File: src/rtl/dds_wave_gen.sv
// Phase-accumulator waveform source (saw/triangle/square/DC) with amplitude scaling.
// A start/stop FSM drains to a phase wrap so the output always parks at mid-scale.
module dds_wave_gen #(
  parameter int PHASE_W = 24,
  parameter int DIV_W   = 16
) (
  input  logic               clk,
  input  logic               rst_n,
  input  logic               clk_en,
  input  logic               start,
  input  logic               stop,
  input  logic [DIV_W-1:0]   div,
  input  logic [PHASE_W-1:0] fcw,
  input  logic [1:0]         wave_sel,
  input  logic [15:0]        amp,
  output logic [15:0]        dout,
  output logic               dout_valid,
  output logic               busy
);

  // state | meaning
  // IDLE  | parked at mid-scale, phase and divider cleared
  // RUN   | one sample every div+1 enabled clocks
  // DRAIN | keep sampling until the phase wraps (or fcw is 0), then park
  typedef enum logic [1:0] {IDLE = 2'd0, RUN = 2'd1, DRAIN = 2'd2} state_t;

  state_t              state_q, state_d;
  logic [PHASE_W-1:0]  phase_q, phase_d;
  logic [DIV_W-1:0]    cnt_q, cnt_d;
  logic [15:0]         dout_q, dout_d;
  logic                valid_q, valid_d;
  logic                busy_q, busy_d;

  logic                tick, restart, carry, drain_end;
  logic [PHASE_W:0]    phase_sum;
  logic [15:0]         t;
  logic signed [15:0]  w;
  logic signed [32:0]  prod;
  logic [15:0]         s;
  logic                unused_prod_bits;

  always_comb begin
    tick      = (state_q != IDLE) && (cnt_q >= div);
    restart   = (state_q == DRAIN) && start && !stop;
    phase_sum = {1'b0, phase_q} + {1'b0, fcw};
    carry     = phase_sum[PHASE_W];
    drain_end = tick && (state_q == DRAIN) && !restart && (carry || (fcw == '0));
  end

  // Offset-binary to signed is an MSB flip, so t - 32768 needs no adder.
  always_comb begin
    t = phase_q[PHASE_W-1 -: 16];
    w = '0;
    case (wave_sel)
      2'd0:    w = t ^ 16'h8000;
      2'd1:    w = t[15] ? (16'h7FFF - {t[14:0], 1'b0}) : ({t[14:0], 1'b0} ^ 16'h8000);
      2'd2:    w = t[15] ? 16'h8000 : 16'h7FFF;
      default: w = '0;
    endcase
    prod = 33'(w) * 33'($signed({1'b0, amp}));
    s    = prod[31:16];
  end

  assign unused_prod_bits = ^{prod[32], prod[15:0]};

  always_ff @(posedge clk or negedge rst_n) begin
    if (!rst_n) begin
      state_q <= IDLE;
    end else if (clk_en) begin
      state_q <= state_d;
    end
  end

  always_comb begin
    state_d = state_q;
    case (state_q)
      IDLE:    if (start) state_d = RUN;
      RUN:     if (stop) state_d = DRAIN;
      DRAIN: begin
        if (restart)        state_d = RUN;
        else if (drain_end) state_d = IDLE;
      end
      default: state_d = IDLE;
    endcase
  end

  always_comb begin
    cnt_d   = cnt_q;
    phase_d = phase_q;
    dout_d  = dout_q;
    valid_d = clk_en && tick;
    busy_d  = (state_d != IDLE);
    if (state_q == IDLE) begin
      cnt_d   = '0;
      phase_d = '0;
      dout_d  = 16'h8000;
    end else begin
      cnt_d = tick ? '0 : cnt_q + DIV_W'(1);
      if (tick) begin
        if (drain_end) begin
          phase_d = '0;
          dout_d  = 16'h8000;
        end else begin
          phase_d = phase_sum[PHASE_W-1:0];
          dout_d  = s ^ 16'h8000;
        end
      end
    end
  end

  // valid_q updates on every clock so a pulse never survives a clk_en gap.
  always_ff @(posedge clk or negedge rst_n) begin
    if (!rst_n) begin
      phase_q <= '0;
      cnt_q   <= '0;
      dout_q  <= 16'h8000;
      valid_q <= 1'b0;
      busy_q  <= 1'b0;
    end else begin
      valid_q <= valid_d;
      if (clk_en) begin
        phase_q <= phase_d;
        cnt_q   <= cnt_d;
        dout_q  <= dout_d;
        busy_q  <= busy_d;
      end
    end
  end

  assign dout       = dout_q;
  assign dout_valid = valid_q && clk_en;
  assign busy       = busy_q;

endmodule

File: config.mk
export PLATFORM = sky130hd
export DESIGN_NAME = dds_wave_gen
export DESIGN_NICKNAME = d
export VERILOG_FILES = /design/src/rtl/dds_wave_gen.sv
export SDC_FILE = /design/constraint.sdc
export NUM_CORES = 1
export LEC_CHECK = 0
export ABC_AREA = 1
export CAP_MARGIN = 0
export CORE_MARGIN = 2
export CORE_UTILIZATION = 41
export CTS_BUF_LIST = sky130_fd_sc_hd__clkbuf_16
export CTS_CLUSTER_DIAMETER = 150
export DETAILED_ROUTE_END_ITERATION = 6
export PLACE_DENSITY = 0.57
export SLEW_MARGIN = 20
export SYNTH_ARGS = -nofsm -noshare
export SYNTH_HDL_FRONTEND = slang
export SYNTH_SLANG_ARGS = --single-unit
File: constraint.sdc
create_clock -name clk -period 13.35 [get_ports clk]
set_clock_uncertainty 0.2 [all_clocks]
set_input_delay 3.3375 -clock clk [delete_from_list [all_inputs] [get_ports clk]]
set_output_delay 3.3375 -clock clk [all_outputs]
set_load 0.005 [all_outputs]
-- After elaboration in Yosys (flattened, before gate mapping)
Cells that the tools add are included.
W data, S select, Z words.
- $add $sub $neg: 3
- multipliers: 1
- $lt $le $gt $ge: 1
- equality and inequality tests: 4
- mux-type cells: 16
- bitwise gates (word level): 3
- reduce and logical (&&, ||, !) cells: 18
- operators with widths (cell ; count):
    $mux W16 ; 7
    $mux W24 ; 3
    $pmux W16 S3 ; 1
    $mul A16 B17 Y32 ; 1
    $add A24 B24 Y25 ; 1
    $logic_not A24 Y1 ; 1
    $add A16 B1 Y16 const B ; 1
    $ge A16 B16 Y1 ; 1
    $sub A15 B16 Y16 const A ; 1
    $logic_and A1 B1 Y1 ; 8
    $mux W2 ; 4
    $pmux W2 S3 ; 1
    $reduce_bool A2 Y1 ; 3
    $eq A2 B1 Y1 const B ; 2
    $eq A2 B2 Y1 const B ; 2
    $logic_not A2 Y1 ; 2
    $not A1 Y1 ; 3
    $logic_not A1 Y1 ; 2
    $reduce_and A2 Y1 ; 1
    $logic_or A1 B1 Y1 ; 1
- bits in registers: 60
- input bits: 63
- output and inout port bits: 18

-- Logic depth before layout (Yosys ltp)
Gate-level depths: netlist (run 1).
- word-level depth: 10
- mapped depth: 32

-- Worst setup path after synthesis (run 1)
Ideal clock, no wire load.
- path type: input-to-reg
- start point: input port wave_sel[0]
- end point: register dout_q[11] (netlist: dout[11])
- arrival time: 8.832 ns
- setup slack: 4.201 ns
- stages on the path: 25
- path buffers: 2
- cells stage by stage: nor2_2 -> inv_1 -> buf_2 -> o211ai_1 -> buf_2 -> nand2_1 -> fa_1 -> inv_1 -> fa_1 -> inv_1 -> fa_1 -> inv_1 -> fa_1 -> fa_1 -> inv_1 -> fa_1 -> inv_1 -> ha_1 -> a21o_1 -> a21oi_1 -> o21ai_0 -> a211oi_1 -> nand3b_1 -> nand3_1 -> nand2_1
- word-level cells in the longest chain between the ends: 6
- elaborated cells on any way between the ends: 8
- RTL lines (what ; RTL line ; text):
    start: declaration ; 14 ; input logic [1:0] wave_sel,
    $eq A2 B2 Y1 (tied with other cells) ; 54 ; case (wave_sel)
    $pmux W16 S3 (*) ; 54 ;
    $mul A16 B17 Y32 (*) ; 60 ; prod = 33'(w) * 33'($signed({1'b0, amp}));
    $mux W16 (*) ; 100 ; if (drain_end) begin
    $mux W16 (*) ; 99 ; if (tick) begin
    $mux W16 (*) ; 93 ; if (state_q == IDLE) begin
    end signal: assignment ; 124 ; dout_q <= dout_d;
    end: declaration ; 30 ; logic [15:0] dout_q, dout_d;
Every way passes the cells marked *; elsewhere a longest branch is shown, timed or not. The select of a mux whose other input is x is not followed.
A chain may end at the register's enable or synchronous reset.

-- Final worst setup path (run 1)
- start point: input port wave_sel[0]
- end point: register dout_q[14] (netlist: dout[14])
The elaborated chain is that of the path after synthesis.

==> results of run 1 <==
registers in the layout, indices dropped and copies added, names as in the netlist:
signal	flops
phase_q	24
dout	16
busy	1
valid_q	1
cnt_q	16
state_q	2
worst max-delay path by stage:
stage,start,endpoint,cells after the start
after CTS,wave_sel[0],dout[14],27
final,wave_sel[0],dout[14],27
after detailed placement,wave_sel[0],dout[14],27
after global placement,wave_sel[0],dout[4],25
after floorplan,wave_sel[0],dout[11],25
after global routing,wave_sel[0],dout[14],27
layout by cell type, fill, tap and decap left out, types with 4 or more instances in the layout:
| master | count |
|---|---|
| a21o_1 | 10 |
| a21oi_1 | 76 |
| a31oi_1 | 8 |
| buf_4 | 6 |
| clkbuf_16 | 9 |
| clkdlybuf4s50_1 | 79 |
| clkinv_1 | 5 |
| dfrtp_1 | 59 |
| fa_1 | 194 |
| ha_1 | 155 |
| inv_1 | 412 |
| inv_2 | 7 |
| nand2_1 | 386 |
| nand2_2 | 11 |
| nand3_1 | 42 |
| nand3b_1 | 6 |
| nand4_1 | 14 |
| nor2_1 | 195 |
| nor3_1 | 14 |
| nor3b_1 | 8 |
| o211ai_1 | 4 |
| o21a_1 | 4 |
| o21ai_0 | 60 |
| o21ai_1 | 9 |
| o21bai_1 | 10 |
| o22ai_1 | 11 |
| xnor2_1 | 17 |
| xor2_1 | 20 |
worst register-to-register path, delay by kind of cell (launching register included):
kind                       cells  cell delay, ns
AOI/OAI and AO/OA              5            0.86
adders and majority gates      7            3.36
buffers and inverters          6            1.19
DFF                            1            0.83
and+or+nand+nor                8            1.61
power by group through the flow:
stage | clock network [mW] | registers (mW) | logic, mW
CTS | 0.214 | 0.203 | 1.65
global route | 0.223 | 0.205 | 1.87
finish | 0.209 | 0.203 | 1.65
global placement | 0 | 0.207 | 1.63
detailed placement | 0 | 0.206 | 1.63
floorplan | 0 | 0.204 | 1.14
per-stage QoR:
step / worst slack [ns] / utilization (%)
floorplan: 4.20 / -
global route: 2.29 / 46.0
detailed placement: 2.49 / 45.2
finish: 2.73 / 46.0
global placement: 2.54 / 45.1
CTS: 2.77 / 46.0
final cells by class:
class,count,area [um2]
fillers,3345,17500
multi-input cells,1282,10200
inverters,421,1580
flip-flops and latches,60,1500
repair buffers,86,841
well taps,442,553
clock buffers,9,225
clock inverters,7,36.3
metal layers:
metal,track usage (%),vias up,routed length (um)
met5,0,-,0
met4,5.43,0,713
met3,3.03,49,2440
met2,39.9,349,17900
met1,35.4,5608,18700
li1,-,5610,-
kinds of logic (layout without fill, tap and decap cells):
group                    Yosys count  after routing
buffers and inverters            463            523
AO/OA/AOI/OAI                    202            202
AND/OR/NAND/NOR                  694            694
adder cells (fa/ha/maj)          349            349
XOR/XNOR                          37             37
flip-flops                        60             60
==> results by group, run 1 <==
Place
  – Half-perimeter wire length after placement: 32,700 um
  – Dpl cell area: 14,700 um2
  – Gpl congestion: 0.932
  – Placed Cells: 2,291
  – IO Port Bufs: 80

Run status
  – Status: complete, no violations

Power and ir drop
  – Sw frac: 56.2%
  – Peak supply drop: 92.5 uV
  – Clk pwr share: 10.1%
  – Overall power: 2.07 mW
  – Leak: 7.99 nW
  – Sequential share of power: 9.8%
  – Switch Pwr: 1.16 mW
  – Pwr dens: 139 nW/um2
  – Int Pwr: 0.905 mW
  – Comb pwr share: 80.0%

Floorplan
  – Core Region: 32,500 um2
  – Initial core utilization: 41.5%
  – Boundary Pins: 81
  – FP Rows: 66
  – Die Wd: 185 um
  – Overall die height: 185 um
  – Die Area: 34,300 um2

Timing
  – Final hold slack: 0.284 ns
  – FMAX: 0.0941 GHz
  – Tightest Pin Transition: 0.895 ns
  – Final Slew Violations: 0
  – Hold Vio Cnt, Final: 0
  – RSZ-0062 raised after global routing: false
  – Worst slew margin: 40.1%
  – Final Critical Period: 10.62 ns
  – Final setup violation count: 0
  – Post-route setup TNS: 0 ns
  – Period utilization: 79.6%

CTS
  – Setup bufs post-CTS: 0
  – Worst skew pair latency: 0.33 ns
  – Clk buf depth: 2
  – Number of buffers created by CTS: 9
  – H-tree depth: 3
  – CTS tree: yes
  – CTS Root Cell: clkbuf_16
  – # clock sinks: 60
  – Resize count post-CTS: 0
  – Worst-path clk slew: 0.06 ns
  – Hold Buf Count CTS: 0

Setup path
  – Worst path buffer plus inverter count: 7
  – Worst Path Max Fanout: 12
  – Worst Path Arrival: 10.68 ns
  – R2R Setup Slk: 5.24 ns
  – CP max-delay cell: nor3_2
  – Worst R2R Start: phase_q[23]
  – Reg2Reg Depth: 26
  – Crit start category: input pin
  – R2r endpoint: dout[14]
  – CP delay by family, top: adder cells
  – Worst path max stage delay: 0.61 ns
  – Crit end category: flop
  – Critical path data required time: 13.40 ns
  – Critical path class: in2reg

Global route
  – Largest net degree at the start of global routing: 61
  – Total track usage: 24.7%
  – First-pass GRT wire length: 65,300 um
  – Initial antenna violation count: 0
  – Vias in the first global route: 12,017
  – Grt total ovfl: 0

Synth
  – Post-synthesis compound-gate area fraction: 8.43%
  – Share of Yosys cell area claimed by the top area cell type: 28.9%
  – Synth Area in Adders: 43.3%
  – Ys Warns: 0
  – Area leader, netlist: fa_1
  – Synth top cells by count: 411 x inv_1, 386 x nand2_1, 196 x nor2_1, 194 x fa_1, 155 x ha_1
  – Simple-gate share of the synthesized area: 21.5%
  – Post-synth EDFFs: 0
  – Count leader, synth: inv_1
  – Largest family of logic cells by synthesized area: adder cells
  – Post-Syn Nets: 2,217
  – Largest cells by area after synthesis: fa_1 29%, ha_1 14%, inv_1 11%
  – Register area share after synthesis: 11.2%
  – Asr flop ratio synth: 100%
  – Syn Inst Count: 1,805
  – Xor and xnor area share after synthesis: 2.41%
  – Seq cells post-synth: 60
  – Portion of netlist area occupied by mux cells: 0%
  – Predominant post-synthesis flop cell: dfrtp_1
  – Synth cell types: 48
  – Syn Std Cell Area: 13,500 um2
  – Post-Syn Area per Cell: 7.45 um2

Detailed routing
  – DR iter-0 viols: 651
  – Number of remaining DRC errors: 0
  – Routed WL per cell: 17.2 um
  – Via density: 5.04
  – Via count: 11,616
  – Drt total wl: 39,800 um
  – DRT Pass-1 Iters: 5
  – Count of antenna-violating nets left after detailed routing: 0

Final layout
  – Finished Cell Area: 14,900 um2
  – Antenna cells: 0
  – Final #Nets: 2,272
  – Area Growth Syn to Fin: 10.9%
  – Fin cells: 2,307
  – Layout cells sized above 1: 3.00%

Min path
  – Worst hold stages: 2
  – Hold path start: dout[2]
  – WHS Endpoint: dout[2]
  – HP Class: reg2reg

Job
  – Max-Cap Viols: 0
(Power assumes the default switching activity.)
==> run 2, diff against run 1 <==
==> constraint.sdc (replaced) <==
create_clock -name clk -period 10.43 [get_ports clk]
set_clock_uncertainty 0.2 [all_clocks]
set_input_delay 2.6075 -clock clk [delete_from_list [all_inputs] [get_ports clk]]
set_output_delay 2.6075 -clock clk [all_outputs]
set_load 0.005 [all_outputs]
==> run 2 against run 1 <==
Effect of this change:
- worst hold slack worse by 0.0031 ns
- cell count rose by 0.48%
- first-iteration DRC count up 2.9%
- critical endpoint is now dout[4]
- total power up 26%
- critical path type unchanged
- sequential power grew 29%
==> results by group, run 2 (same netlist as run 1, synthesis figures left out) <==
Run status
  – Status: complete, no violations (unchanged)

Final layout
  – Final #Nets: 2,284 (was 2,272)
  – Antenna cells: 0 (unchanged)
  – Area Growth Syn to Fin: 11.4% (was 10.9%)
  – Layout cells sized above 1: 3.46% (was 3.00%)
  – Largest register FFs: 24 (unchanged)
  – Layout filler cell count: 3,313 (was 3,345)
  – Fin util: 46.2% (was 46.0%)
  – Commonest non-fill, non-tap cell in the layout: inv_1 (unchanged)
  – Top reg by flops: phase_q (unchanged)
  – Most frequent cells in the layout: 413 x inv_1, 386 x nand2_1, 196 x nor2_1 (was 412 x inv_1, 386 x nand2_1, 195 x nor2_1)

Floorplan
  – Die Wd: 185 um (unchanged)
  – Overall die height: 185 um (unchanged)
  – Die Area: 34,300 um2 (unchanged)
  – Initial core utilization: 41.5% (unchanged)
  – Boundary Pins: 81 (unchanged)
  – Core Region: 32,500 um2 (unchanged)
  – FP Rows: 66 (unchanged)

Setup path
  – Most common cell on crit path: fa_1
  – Critical path class: in2reg (unchanged)
  – Worst Path Max Fanout: 12 (unchanged)
  – Worst Path Arrival: 9.69 ns (was 10.68 ns)
  – Critical path data required time: 10.44 ns (was 13.40 ns)
  – Crit end category: flop (unchanged)
  – Crit start category: input pin (unchanged)
  – CP max-delay cell: clkdlybuf4s50_1 (was nor3_2)
  – Worst path max stage delay: 0.56 ns (was 0.61 ns)

CTS
  – Worst skew pair latency: 0.34 ns (was 0.33 ns)
  – Clk buf depth: 2 (unchanged)
  – Number of buffers created by CTS: 9 (unchanged)
  – Resize count post-CTS: 0 (unchanged)
  – # clock sinks: 60 (unchanged)
  – Setup bufs post-CTS: 0 (unchanged)
  – Worst-path clk slew: 0.05 ns (was 0.06 ns)
  – CTS Root Cell: clkbuf_16 (unchanged)
  – CTS tree: yes (unchanged)
  – Hold Buf Count CTS: 0 (unchanged)
  – H-tree depth: 3 (unchanged)

Detailed routing
  – Routed WL per cell: 17.0 um (was 17.2 um)
  – Count of antenna-violating nets left after detailed routing: 0 (unchanged)
  – DRT Pass-1 Iters: 5 (unchanged)
  – Via count: 11,655 (was 11,616)
  – Via density: 5.03 (was 5.04)
  – Drt total wl: 39,500 um (was 39,800 um)
  – Number of remaining DRC errors: 0 (unchanged)
  – DR iter-0 viols: 670 (was 651)

Place
  – Pre-CTS setup slack: 0.349 ns (was 2.49 ns)
  – Half-perimeter wire length after placement: 32,800 um (was 32,700 um)
  – IO Port Bufs: 80 (unchanged)
  – Gpl congestion: 0.940 (was 0.932)

Power and ir drop
  – Peak supply drop: 119 uV (was 92.5 uV)
  – Overall power: 2.61 mW (was 2.07 mW)
  – Pwr dens: 174 nW/um2 (was 139 nW/um2)
  – Leak: 8.05 nW (was 7.99 nW)

Timing
  – RSZ-0062 raised after global routing: false (unchanged)
  – FMAX: 0.103 GHz
  – Post-route setup TNS: 0 ns (unchanged)
  – Tightest Pin Transition: 1.01 ns (was 0.895 ns)
  – Final hold slack: 0.281 ns (was 0.284 ns)
  – Hold Vio Cnt, Final: 0 (unchanged)
  – Final Critical Period: 9.68 ns
  – Final setup violation count: 0 (unchanged)
  – Final setup margin: 0.755 ns (was 2.73 ns)
  – Period utilization: 92.8%
  – Final Slew Violations: 0 (unchanged)
  – Worst slew margin: 32.6% (was 40.1%)

Global route
  – Largest net degree at the start of global routing: 61 (unchanged)
  – Initial antenna violation count: 0 (unchanged)
  – Grt total ovfl: 0 (unchanged)
  – First-pass GRT wire length: 65,300 um (about the same)
  – Vias in the first global route: 12,022 (was 12,017)
  – Total track usage: 24.8% (was 24.7%)

Job
  – Max-Cap Viols: 0 (unchanged)

Min path
  – HP Class: reg2reg (unchanged)
-- run 2: per-stage QoR --
stage	area (um2)	cells
2_1_floorplan	13500	1805
3_3_place_gp	14700	2303
3_5_place_dp	14700	2303
4_1_cts	15000	2318
5_1_grt	15000	2318
6_report	15000	2318
-- run 2: worst paths after layout --
path,start,endpoint,slack (ns),depth (start not counted)
worst min-delay path,dout[15],dout[15],0.28,2
max in group asynchronous,rst_n,phase_q[10],7.28,2
worst min register to register,dout[15],dout[15],0.28,2
min in group asynchronous,rst_n,phase_q[0],2.23,2
worst max-delay path,wave_sel[0],dout[4],0.75,25
worst max register to register,phase_q[23],dout[4],2.50,24
-- run 2: layer usage --
layer	wire, um	GRT usage, %
met1	18000	34.7
met2	17500	39.6
met3	3030	4.64
met4	951	6.13
met5	0	0
-- run 2: layout make-up --
type	count	area, um2	share of cell area, %
Tap cell	442	553	3.69
Sequential cell	60	1500	10.0
Multi-Input combinational cell	1282	10200	67.9
Inverter	421	1580	10.5
Timing Repair Buffer	98	931	6.21
Clock inverter	6	25.0	0.167
Clock buffer	9	225	1.50
-- run 2: worst max-delay path: cells and delay by family --
| kind | cells | cell delay (ns) |
|---|---|---|
| XOR/XNOR | 1 | 0.26 |
| buffers and inverters | 7 | 1.35 |
| AO/OA/AOI/OAI | 7 | 1.07 |
| adder cells (fa/ha/maj) | 7 | 3.39 |
| AND/OR/NAND/NOR | 3 | 0.98 |
-- run 2: power breakdown --
group / leakage (nW) / internal (mW) / total [mW] / switching, mW
logic: 7.10 / 0.747 / 2.09 / 1.35
registers: 0.826 / 0.249 / 0.261 / 0.0125
clock network: 0.133 / 0.154 / 0.255 / 0.101
total: 8.05 / 1.15 / 2.61 / 1.46
